$ cat config.mk
export PLATFORM = sky130hd
export DESIGN_NAME = button_conditioner_flat
export DESIGN_NICKNAME = d
export VERILOG_FILES = /design/src/rtl/button_conditioner_if.sv /design/src/rtl/button_conditioner.sv /design/src/flat_wrapper.sv
export SDC_FILE = /design/constraint.sdc
export NUM_CORES = 1
export LEC_CHECK = 0
export ABC_AREA = 1
export BUFFER_PORTS_ARGS = -buffer_cell sky130_fd_sc_hd__buf_2
export CORE_MARGIN = 4
export CORE_UTILIZATION = 30
export DETAILED_ROUTE_END_ITERATION = 16
export GPL_TIMING_DRIVEN = 0
export SETUP_SLACK_MARGIN = 0.4
export SKIP_LAST_GASP = 1
export SLEW_MARGIN = 20
export SYNTH_ARGS = -nofsm -noshare
export SYNTH_HDL_FRONTEND = slang
export SYNTH_SLANG_ARGS = --single-unit
$ cat constraint.sdc
create_clock -name clk -period 2.05 [get_ports clk]
set_input_delay 0.205 -clock clk [delete_from_list [all_inputs] [get_ports clk]]
set_output_delay 0.205 -clock clk [all_outputs]
set_load 0.05 [all_outputs]
$ cat src/rtl/button_conditioner_if.sv
// Raw board pins in, conditioned stopwatch controls out.
// The slave side is the conditioner; the master side drives pins and observes controls.
interface button_conditioner_if;
  logic btn_pause;
  logic btn_clear;
  logic sw_adj;
  logic sw_sel;
  logic paused;
  logic clear_pulse;
  logic adj;
  logic sel;

  modport master (
    output btn_pause, btn_clear, sw_adj, sw_sel,
    input  paused, clear_pulse, adj, sel
  );

  modport slave (
    input  btn_pause, btn_clear, sw_adj, sw_sel,
    output paused, clear_pulse, adj, sel
  );
endinterface

$ cat src/rtl/button_conditioner.sv
// Synchronise and debounce two buttons and two switches; a steady raw change reaches the outputs
// DEBOUNCE_CYCLES+2 edges after it is first sampled. No backpressure: outputs are free-running levels/pulses.
module button_conditioner #(
  parameter int DEBOUNCE_CYCLES = 1000000,
  parameter int CNT_W           = $clog2(DEBOUNCE_CYCLES)
) (
  input  logic                 clk,
  input  logic                 rst,
  button_conditioner_if.slave  io
);

  localparam logic [CNT_W-1:0] CNT_MAX = CNT_W'(DEBOUNCE_CYCLES - 1);
  localparam int CH_PAUSE = 0;
  localparam int CH_CLEAR = 1;
  localparam int CH_ADJ   = 2;
  localparam int CH_SEL   = 3;

  logic [3:0]       raw;
  logic [3:0]       sync1;
  logic [3:0]       sync2;
  logic [3:0]       stable;
  logic [3:0]       accept;
  logic [CNT_W-1:0] cnt [4];
  logic             pause_rise;
  logic             clear_rise;
  logic             paused_q;
  logic             clear_pulse_q;

  assign raw = {io.sw_sel, io.sw_adj, io.btn_clear, io.btn_pause};

  // A channel accepts when its synchronised value has disagreed with the stable value long enough.
  always_comb begin
    accept = '0;
    for (int i = 0; i < 4; i++) begin
      accept[i] = (sync2[i] != stable[i]) && (cnt[i] == CNT_MAX);
    end
  end

  assign pause_rise = accept[CH_PAUSE] & sync2[CH_PAUSE];
  assign clear_rise = accept[CH_CLEAR] & sync2[CH_CLEAR];

  always_ff @(posedge clk) begin
    if (rst) begin
      sync1         <= '0;
      sync2         <= '0;
      stable        <= '0;
      paused_q      <= 1'b0;
      clear_pulse_q <= 1'b0;
      for (int i = 0; i < 4; i++) begin
        cnt[i] <= '0;
      end
    end else begin
      sync1 <= raw;
      sync2 <= sync1;
      for (int i = 0; i < 4; i++) begin
        if (sync2[i] == stable[i]) begin
          cnt[i] <= '0;
        end else if (accept[i]) begin
          cnt[i]    <= '0;
          stable[i] <= sync2[i];
        end else begin
          cnt[i] <= cnt[i] + 1'b1;
        end
      end
      clear_pulse_q <= clear_rise;
      // Clear has priority over a pause toggle landing on the same edge.
      if (clear_rise) begin
        paused_q <= 1'b0;
      end else if (pause_rise) begin
        paused_q <= ~paused_q;
      end
    end
  end

  assign io.paused      = paused_q;
  assign io.clear_pulse = clear_pulse_q;
  assign io.adj         = stable[CH_ADJ];
  assign io.sel         = stable[CH_SEL];

endmodule

$ cat src/flat_wrapper.sv
// flat-port wrapper written by rule: the top's interface ports become plain ports
module button_conditioner_flat 
#(
  parameter int DEBOUNCE_CYCLES = 1000000,
  parameter int CNT_W           = $clog2(DEBOUNCE_CYCLES)
)
  (clk, rst, io_btn_pause, io_btn_clear, io_sw_adj, io_sw_sel, io_paused, io_clear_pulse, io_adj, io_sel);
  button_conditioner_if io_i ();
  input  logic clk;
  input  logic rst;
  input wire logic [$bits(io_i.btn_pause)-1:0] io_btn_pause;
  input wire logic [$bits(io_i.btn_clear)-1:0] io_btn_clear;
  input wire logic [$bits(io_i.sw_adj)-1:0] io_sw_adj;
  input wire logic [$bits(io_i.sw_sel)-1:0] io_sw_sel;
  output wire logic [$bits(io_i.paused)-1:0] io_paused;
  output wire logic [$bits(io_i.clear_pulse)-1:0] io_clear_pulse;
  output wire logic [$bits(io_i.adj)-1:0] io_adj;
  output wire logic [$bits(io_i.sel)-1:0] io_sel;
  assign io_i.btn_pause = io_btn_pause;
  assign io_i.btn_clear = io_btn_clear;
  assign io_i.sw_adj = io_sw_adj;
  assign io_i.sw_sel = io_sw_sel;
  assign io_paused = io_i.paused;
  assign io_clear_pulse = io_i.clear_pulse;
  assign io_adj = io_i.adj;
  assign io_sel = io_i.sel;
  button_conditioner #(.DEBOUNCE_CYCLES(DEBOUNCE_CYCLES), .CNT_W(CNT_W)) u_core (.clk(clk), .rst(rst), .io(io_i));
endmodule
Word level (Yosys, flattened, before mapping) --
Memories as Yosys holds them, arrays and structs flattened. Index checks and enable logic that the tools add are counted.
Storage, ports and cells: output and inout bits 4, RAM bits 80, register bits after elaboration 14, memories kept 1, input port bits 6
Memory list:
- u_core.cnt | words 4, width 20, rd ports 4, clocked after Yosys merged registers in 0, wr ports 4, line button_conditioner.sv:23 | logic [CNT_W-1:0] cnt [4];
Operators by class: multiplexer cells 58, $add $sub $neg 4, bitwise gates (word level) 19, equal/unequal tests 12, reductions and logical operators 9
Operators with widths (number):
- $mux W20 | 12
- $add A20 B1 Y20 const B | 4
- $eq A20 B20 Y1 const B | 4
- $mux W1 | 46
- $or A1 B1 Y1 | 12
- $reduce_and A2 Y1 | 4
- $not A1 Y1 | 5
- $eq A1 B1 Y1 | 4
- $logic_and A1 B1 Y1 | 4
- $ne A1 B1 Y1 | 4
- $and A1 B1 Y1 | 2
- $reduce_or A2 Y1 | 1

Depth between registers and ports, before layout --
Gate-level depths: netlist of the first run.
word-level depth 8, depth in mapped cells 10

Least setup slack after synthesis of the first run --
No wires, ideal clock.
path kind reg2reg, start mem u_core.cnt[2][0] in the netlist's numbering, end mem u_core.cnt[2][10] in the netlist's numbering, data pin, cell stages (with the launch flop) 10, arrival 1.369 ns, slack 0.424 ns, buffers on the path 1, data required time 1.794 ns, period minus slack after synthesis 1.626 ns, path through edfxtp_1 > ha_1 > nand2_1 > inv_2 > nand2_1 > nor3_2 > nand3_2 > nand2_4 > buf_8 > nor2_2
RTL lines (line):
- start: declaration | button_conditioner.sv:23

==> reports/metrics.csv, run 1 <==
metric,value,unit
number_of_hold_violations_in_the_final_report,0,
tritoncts,yes,
preCtsSetupSlack,0.155,ns
fin_setup_tns,0,ns
floorplan.rows,48,
start_kind,flip-flop,
worstHoldStart,io_sw_sel,
gr-total-overflow,0,
io-pin-count,10,
vdd_drop_max,0.334,mV
die_footprint,20200,µm²
start_util,0.309,
power.density_cell_area,586,nW/µm²
remaining_drc_errors,0,
finalWeightedCongestion,0.868,
synthesis.area,5400,µm²
seqCellArea,2680,µm²
endpoint_kind,flip-flop,
synthCells,650,
synth.ff_latch_count,94,
placed_cell_area,6030,µm²
clkLatencyLatePin,0.35,ns
rsz0062_at_grt,true,
fillerInstances,1766,
finalSetupViolCount,0,
route.detailed.wl_per_inst,11.0,µm
synth_top_area_cell,sky130_fd_sc_hd__edfxtp_1,
outcome,completed,
chipHeight,142,µm
clock-root-buffer,sky130_fd_sc_hd__clkbuf_16,
synth_enable_flop_cells,80,
fraction_of_layout_instances_using_a_drive_strength_above_1,0.190,
grt_antenna_before_repair,0,
clkTransAtPathRegs,0.07,ns
finalNetCount,795,
clock_sinks,94,
yosysSeqAreaShare,0.497,
period_share,0.800,
finish.cell_count_without_fillers,1015,
grt_util_all_layers,0.113,
dpl.hpwl,7700,µm
startpoint,u_core.cnt[2][11],
buffers_added_on_ports,9,
overall_via_count_from_detail_route,4469,
cts_inserted_buffers,9,
worst_case_clock_buffer_depth,2,
async_reset_ff_frac,0,
drt-initial-drc-count,234,
fraction_of_synthesized_cell_area_taken_by_the_top_area_cell_type,0.445,
routed_wirelength,11200,µm
timing.final.crit_period,1.64,ns
finish.instance_area,6880,µm²
via_count_of_the_first_global_routing_pass,4040,
final_critical_path_setup_slack,0.409,ns
area_growth_syn_to_layout,27.3,%
placed_cells,963,
multiInputGateArea,2910,µm²
yosysWarningCount,0,
grt_start_max_net_pins,15,
hp-class,in2reg,
timing.critical_path.arrival,1.75,ns
coreArea,17500,µm²
layout_common_cells,"127 x sky130_fd_sc_hd__nand2_1, 107 x sky130_fd_sc_hd__nor2_1, 80 x sky130_fd_sc_hd__edfxtp_1, 80 x sky130_fd_sc_hd__conb_1, 66 x sky130_fd_sc_hd__inv_1",
utilization,0.394,
worst_ep_required_time,2.16,ns
finClkSkew,0.00786,ns
die-width,142,µm
yosys_most_used_dff,sky130_fd_sc_hd__edfxtp_1,
global_route_wire_length_before_repair,18600,µm
diodes,0,
clock_tree.htree_level_count,3,
first_pass_detailed_route_iteration_total,4,
detail_route.vias_per_cell,4.40,
fmax,0.609,GHz
timing.rr.start,u_core.cnt[2][11],
synth.avg_cell_area,8.31,µm²
static-leakage-power,2.68,nW
worstPathMaxFanout,5,
ys_top_cells_by_area,"sky130_fd_sc_hd__edfxtp_1 44%, sky130_fd_sc_hd__nand2_1 9.4%, sky130_fd_sc_hd__nor2_1 7.9%, sky130_fd_sc_hd__dfxtp_1 5.2%, sky130_fd_sc_hd__inv_1 5.1%",
layout_commonest_cell,sky130_fd_sc_hd__nand2_1,
slew_violations,0,
crit_type,reg2reg,
final_antenna_net_count,0,
distinct_cell_type_count_after_synthesis,35,
maxCapViolCount,0,
-- Yosys cell counts, drive strengths merged, types with 7 or more instances --
master  number
xnor2        7
o21ai       16
nand4       22
edfxtp      80
inv         77
xor2        21
nand3       41
buf          7
dfxtp       14
or2          8
nand2      138
nor3        33
nor2       136
a21oi       37
-- report_power, final --
part	internal (mW)	total, mW	switching (mW)
logic	0.0971	0.259	0.162
clock network	0.845	1.55	0.705
registers	2.15	2.22	0.0752
-- registers in the layout, indices dropped and copies added, names as in the netlist --
| name | count |
|---|---|
| u_core.cnt | 80 |
| u_core.io.clear_pulse | 1 |
| u_core.io.paused | 1 |
| u_core.stable | 4 |
| u_core.sync1 | 4 |
| u_core.sync2 | 4 |
-- per-layer routing --
layer | vias to the layer above | part of all wire | track usage
li1 | 2355 | - | -
met1 | 2052 | 0.48 | 0.155
met2 | 53 | 0.48 | 0.178
met3 | 9 | 0.031 | 0.0188
met4 | 0 | 0.011 | 0.0434
met5 | - | 0 | 0
-- worst max-delay path, cell delays in order, from the launching register on --
cell	delay, ns
sky130_fd_sc_hd__edfxtp_1	0.48
sky130_fd_sc_hd__or2_1	0.27
sky130_fd_sc_hd__nor3_2	0.17
sky130_fd_sc_hd__nand3_2	0.14
sky130_fd_sc_hd__nand2_4	0.14
sky130_fd_sc_hd__clkbuf_16	0.17
sky130_fd_sc_hd__nor2_2	0.03
-- area by class of cell --
class                           instances  area share
Buffer                                  8      0.0127
Clock buffer                           11      0.0353
Clock inverter                          5     0.00364
Inverter                               77      0.0420
Multi-Input combinational cell        550       0.423
Sequential cell                        94       0.390
Tap cell                              225      0.0409
Timing Repair Buffer                   45      0.0520
-- stage by stage --
step / total power, mW / hold WS, ns
2_1_floorplan: 2.40 / 0.312
3_3_place_gp: 2.45 / 0.390
3_5_place_dp: 2.46 / 0.395
4_1_cts: 4.04 / 0.0560
5_1_grt: 4.22 / 0.0889
6_report: 4.03 / 0.0626
-- final timing paths --
check | endpoint | slack (ns) | cells past startpoint
max | u_core.cnt[2][8] | 0.41 | 6
min reg2reg | u_core.sync2[0] | 0.40 | 2
min | u_core.sync1[3] | 0.06 | 3
max reg2reg | u_core.cnt[2][8] | 0.41 | 6
-- logic make-up after synthesis --
logic type | count (synthesis) | synth area share
and+or+nand+nor | 382 | 0.332
DFF | 94 | 0.497
buffers and inverters | 85 | 0.0635
AOI/OAI and AO/OA | 56 | 0.0528
xor gates and xnor gates | 28 | 0.0454
adders and majority gates | 4 | 0.00926
other | 1 | 0.000694
-- timing repair --
action                     4_1_cts  5_1_grt
setup endpoints to repair       80       79
pin swaps                        7       15
cloned                           0        3
gates resized for setup         17       58
hold buffers                     0        0
buffers inserted                11       22
Power figures use the tool's default switching activity.
==> run 2, diff against run 1 <==
==> constraint.sdc (replaced) <==
create_clock -name clk -period 1.7 [get_ports clk]
set_input_delay 0.17 -clock clk [delete_from_list [all_inputs] [get_ports clk]]
set_output_delay 0.17 -clock clk [all_outputs]
set_load 0.05 [all_outputs]
==> run 2 against run 1 <==
Net effect: combinational power up 69%; sequential power up 21%; core utilization is 5.6 points higher; die area stayed put; critical path type unchanged.
==> reports/metrics.csv, run 2 (same netlist as run 1, synthesis figures left out) <==
metric,value,unit,change
gr-total-overflow,0,,unchanged
diodes,0,,unchanged
clock-root-buffer,sky130_fd_sc_hd__clkbuf_16,,unchanged
slew_violations,0,,unchanged
endpoint_kind,flip-flop,,unchanged
worst_ep_required_time,1.81,ns,was 2.16 ns
power.total,5.12,mW,was 4.03 mW
finalNetCount,841,,was 795
remaining_drc_errors,0,,unchanged
vdd_drop_max,0.525,mV,was 0.334 mV
start_kind,flip-flop,,unchanged
clock_tree.htree_level_count,3,,unchanged
pwr-share-seq,0.523,,was 0.551
fin_hold_ws,0.0260,ns,was 0.0626 ns
coreArea,17500,µm²,unchanged
power_frac_clock,0.392,,was 0.384
timing.critical_path.arrival,1.76,ns,was 1.75 ns
grt_start_max_net_pins,17,,was 15
detail_route.vias_per_cell,4.42,,was 4.40
finalSetupViolCount,0,,unchanged
clkLatencyLatePin,0.35,ns,about the same
placed_cell_area,6260,µm²,was 6030 µm²
final_antenna_net_count,0,,unchanged
tritoncts,yes,,unchanged
area_growth_syn_to_layout,45.3,%,was 27.3%
grt_util_all_layers,0.124,,was 0.113
timing.rr.start,u_core.cnt[2][0],,was u_core.cnt[2][11]
first_pass_detailed_route_iteration_total,4,,unchanged
floorplan.rows,48,,unchanged
drt-initial-drc-count,179,,was 234
power.share.combinational,0.085,,was 0.064
startpoint,u_core.cnt[2][0],,was u_core.cnt[2][11]
worstHoldStart,io_sw_sel,,unchanged
overall_via_count_from_detail_route,4694,,"was 4,469"
cell_internal_pwr,3.86,mW,was 3.09 mW
ctsHoldBuffers,0,,unchanged
rsz0062_at_grt,true,,unchanged
hp-class,in2reg,,unchanged
timing.final.crit_period,1.65,ns,was 1.64 ns
dpl.hpwl,7840,µm,was 7700 µm
power.density_cell_area,652,nW/µm²,was 586 nW/µm²
global_route_wire_length_before_repair,20300,µm,"was 18,600 µm"
fraction_of_layout_instances_using_a_drive_strength_above_1,0.336,,was 0.190
fmax,0.605,GHz,was 0.609 GHz
power.switching,1.26,mW,was 0.942 mW
crit_type,reg2reg,,unchanged
route.detailed.wl_per_inst,11.6,µm,was 11.0 µm
slew_headroom,0.586,,
finish.instance_area,7850,µm²,was 6880 µm²
maxCapViolCount,0,,unchanged
io-pin-count,10,,unchanged
fillerInstances,1674,,"was 1,766"
buffers_added_on_ports,9,,unchanged
die-width,142,µm,unchanged
clkTransAtPathRegs,0.07,ns,about the same
max_slew.worst_pin.slew,0.622,ns,
cts_inserted_buffers,9,,unchanged
routed_wirelength,12400,µm,"was 11,200 µm"
outcome,completed,,unchanged
grt_antenna_before_repair,0,,unchanged
largest_reg_flops,80,,unchanged
layout_commonest_cell,sky130_fd_sc_hd__nand2_1,,unchanged
static-leakage-power,3.04,nW,was 2.68 nW
period_share,0.973,,was 0.800
finClkSkew,0.00952,ns,was 0.00786 ns
start_util,0.309,,unchanged
worst_case_clock_buffer_depth,2,,unchanged
utilization,0.449,,was 0.394
chipHeight,142,µm,unchanged
number_of_hold_violations_in_the_final_report,0,,unchanged
via_count_of_the_first_global_routing_pass,4555,,"was 4,040"
die_footprint,20200,µm²,unchanged
top_register,u_core.cnt,,unchanged
finalWeightedCongestion,0.839,,was 0.868
timing.reg2reg.setup_slack,0.05,ns,was 0.41 ns
netSwitchingFraction,0.246,,was 0.234
clock_sinks,94,,unchanged
preCtsSetupSlack,-0.158,ns,was 0.155 ns
layout_common_cells,"116 x sky130_fd_sc_hd__nand2_1, 81 x sky130_fd_sc_hd__nor2_1, 80 x sky130_fd_sc_hd__edfxtp_1, 80 x sky130_fd_sc_hd__conb_1, 65 x sky130_fd_sc_hd__inv_1",,"was 127 x sky130_fd_sc_hd__nand2_1, 107 x sky130_fd_sc_hd__nor2_1, 80 x sky130_fd_sc_hd__edfxtp_1, 80 x sky130_fd_sc_hd__conb_1, 66 x sky130_fd_sc_hd__inv_1"
final_critical_path_setup_slack,0.0465,ns,was 0.409 ns
worstPathMaxFanout,5,,unchanged
## run 2: power groups by stage
| stage | clock (mW) | sequential, mW | combinational, mW |
|---|---|---|---|
| 3_3_place_gp | 0 | 2.73 | 0.252 |
| 3_5_place_dp | 0 | 2.74 | 0.253 |
| 4_1_cts | 2.07 | 2.67 | 0.371 |
| 2_1_floorplan | 0 | 2.71 | 0.212 |
| 6_report | 2.01 | 2.68 | 0.437 |
| 5_1_grt | 2.18 | 2.69 | 0.492 |
## run 2: routing by layer
metal | GRT usage | up-vias | routed length (µm)
li1 | - | 2441 | -
met1 | 0.156 | 2170 | 5550
met2 | 0.210 | 60 | 6210
met3 | 0.0239 | 23 | 354
met4 | 0.0465 | 0 | 248
met5 | 0 | - | 0
## run 2: through the flow
stage,setup TNS [ns],instances
final,0,1061
after global routing,-0.793,1061
after CTS,0,1041
after detailed placement,-1.87,963
after global placement,-1.48,963
after floorplan,0,729
## run 2: what timing repair did
action | CTS | global route
setup endpoints to repair | 86 | 86
resized for setup | 60 | 92
pin swaps | 11 | 39
gates cloned | 5 | 1
setup buffers | 57 | 19
## run 2: worst paths after layout
| kind | depth (start not counted) | to |
|---|---|---|
| max | 9 | u_core.cnt[2][6] |
| min reg2reg | 2 | u_core.sync2[2] |
| max reg2reg | 9 | u_core.cnt[2][6] |
| min | 3 | u_core.sync1[3] |
## run 2: worst max-delay path, stage by stage, from the launching register on
cell	delay [ns]
sky130_fd_sc_hd__edfxtp_1	0.37
sky130_fd_sc_hd__ha_2	0.19
sky130_fd_sc_hd__nand2_2	0.05
sky130_fd_sc_hd__inv_2	0.07
sky130_fd_sc_hd__nand2_4	0.07
sky130_fd_sc_hd__nor3_4	0.18
sky130_fd_sc_hd__nand3_4	0.14
sky130_fd_sc_hd__nand2_8	0.13
sky130_fd_sc_hd__clkbuf_16	0.17
sky130_fd_sc_hd__nor2_4	0.03
## run 2: final cells by class
class | instances | area [µm²] | share of cell area
multi-input combinational | 550 | 3330 | 0.425
sequential | 94 | 2680 | 0.342
timing repair buffer | 91 | 852 | 0.109
inverter | 77 | 292 | 0.0371
tap | 225 | 282 | 0.0359
clock buffer | 10 | 250 | 0.0319
buffer | 8 | 115 | 0.0147
clock inverter | 6 | 41.3 | 0.00526
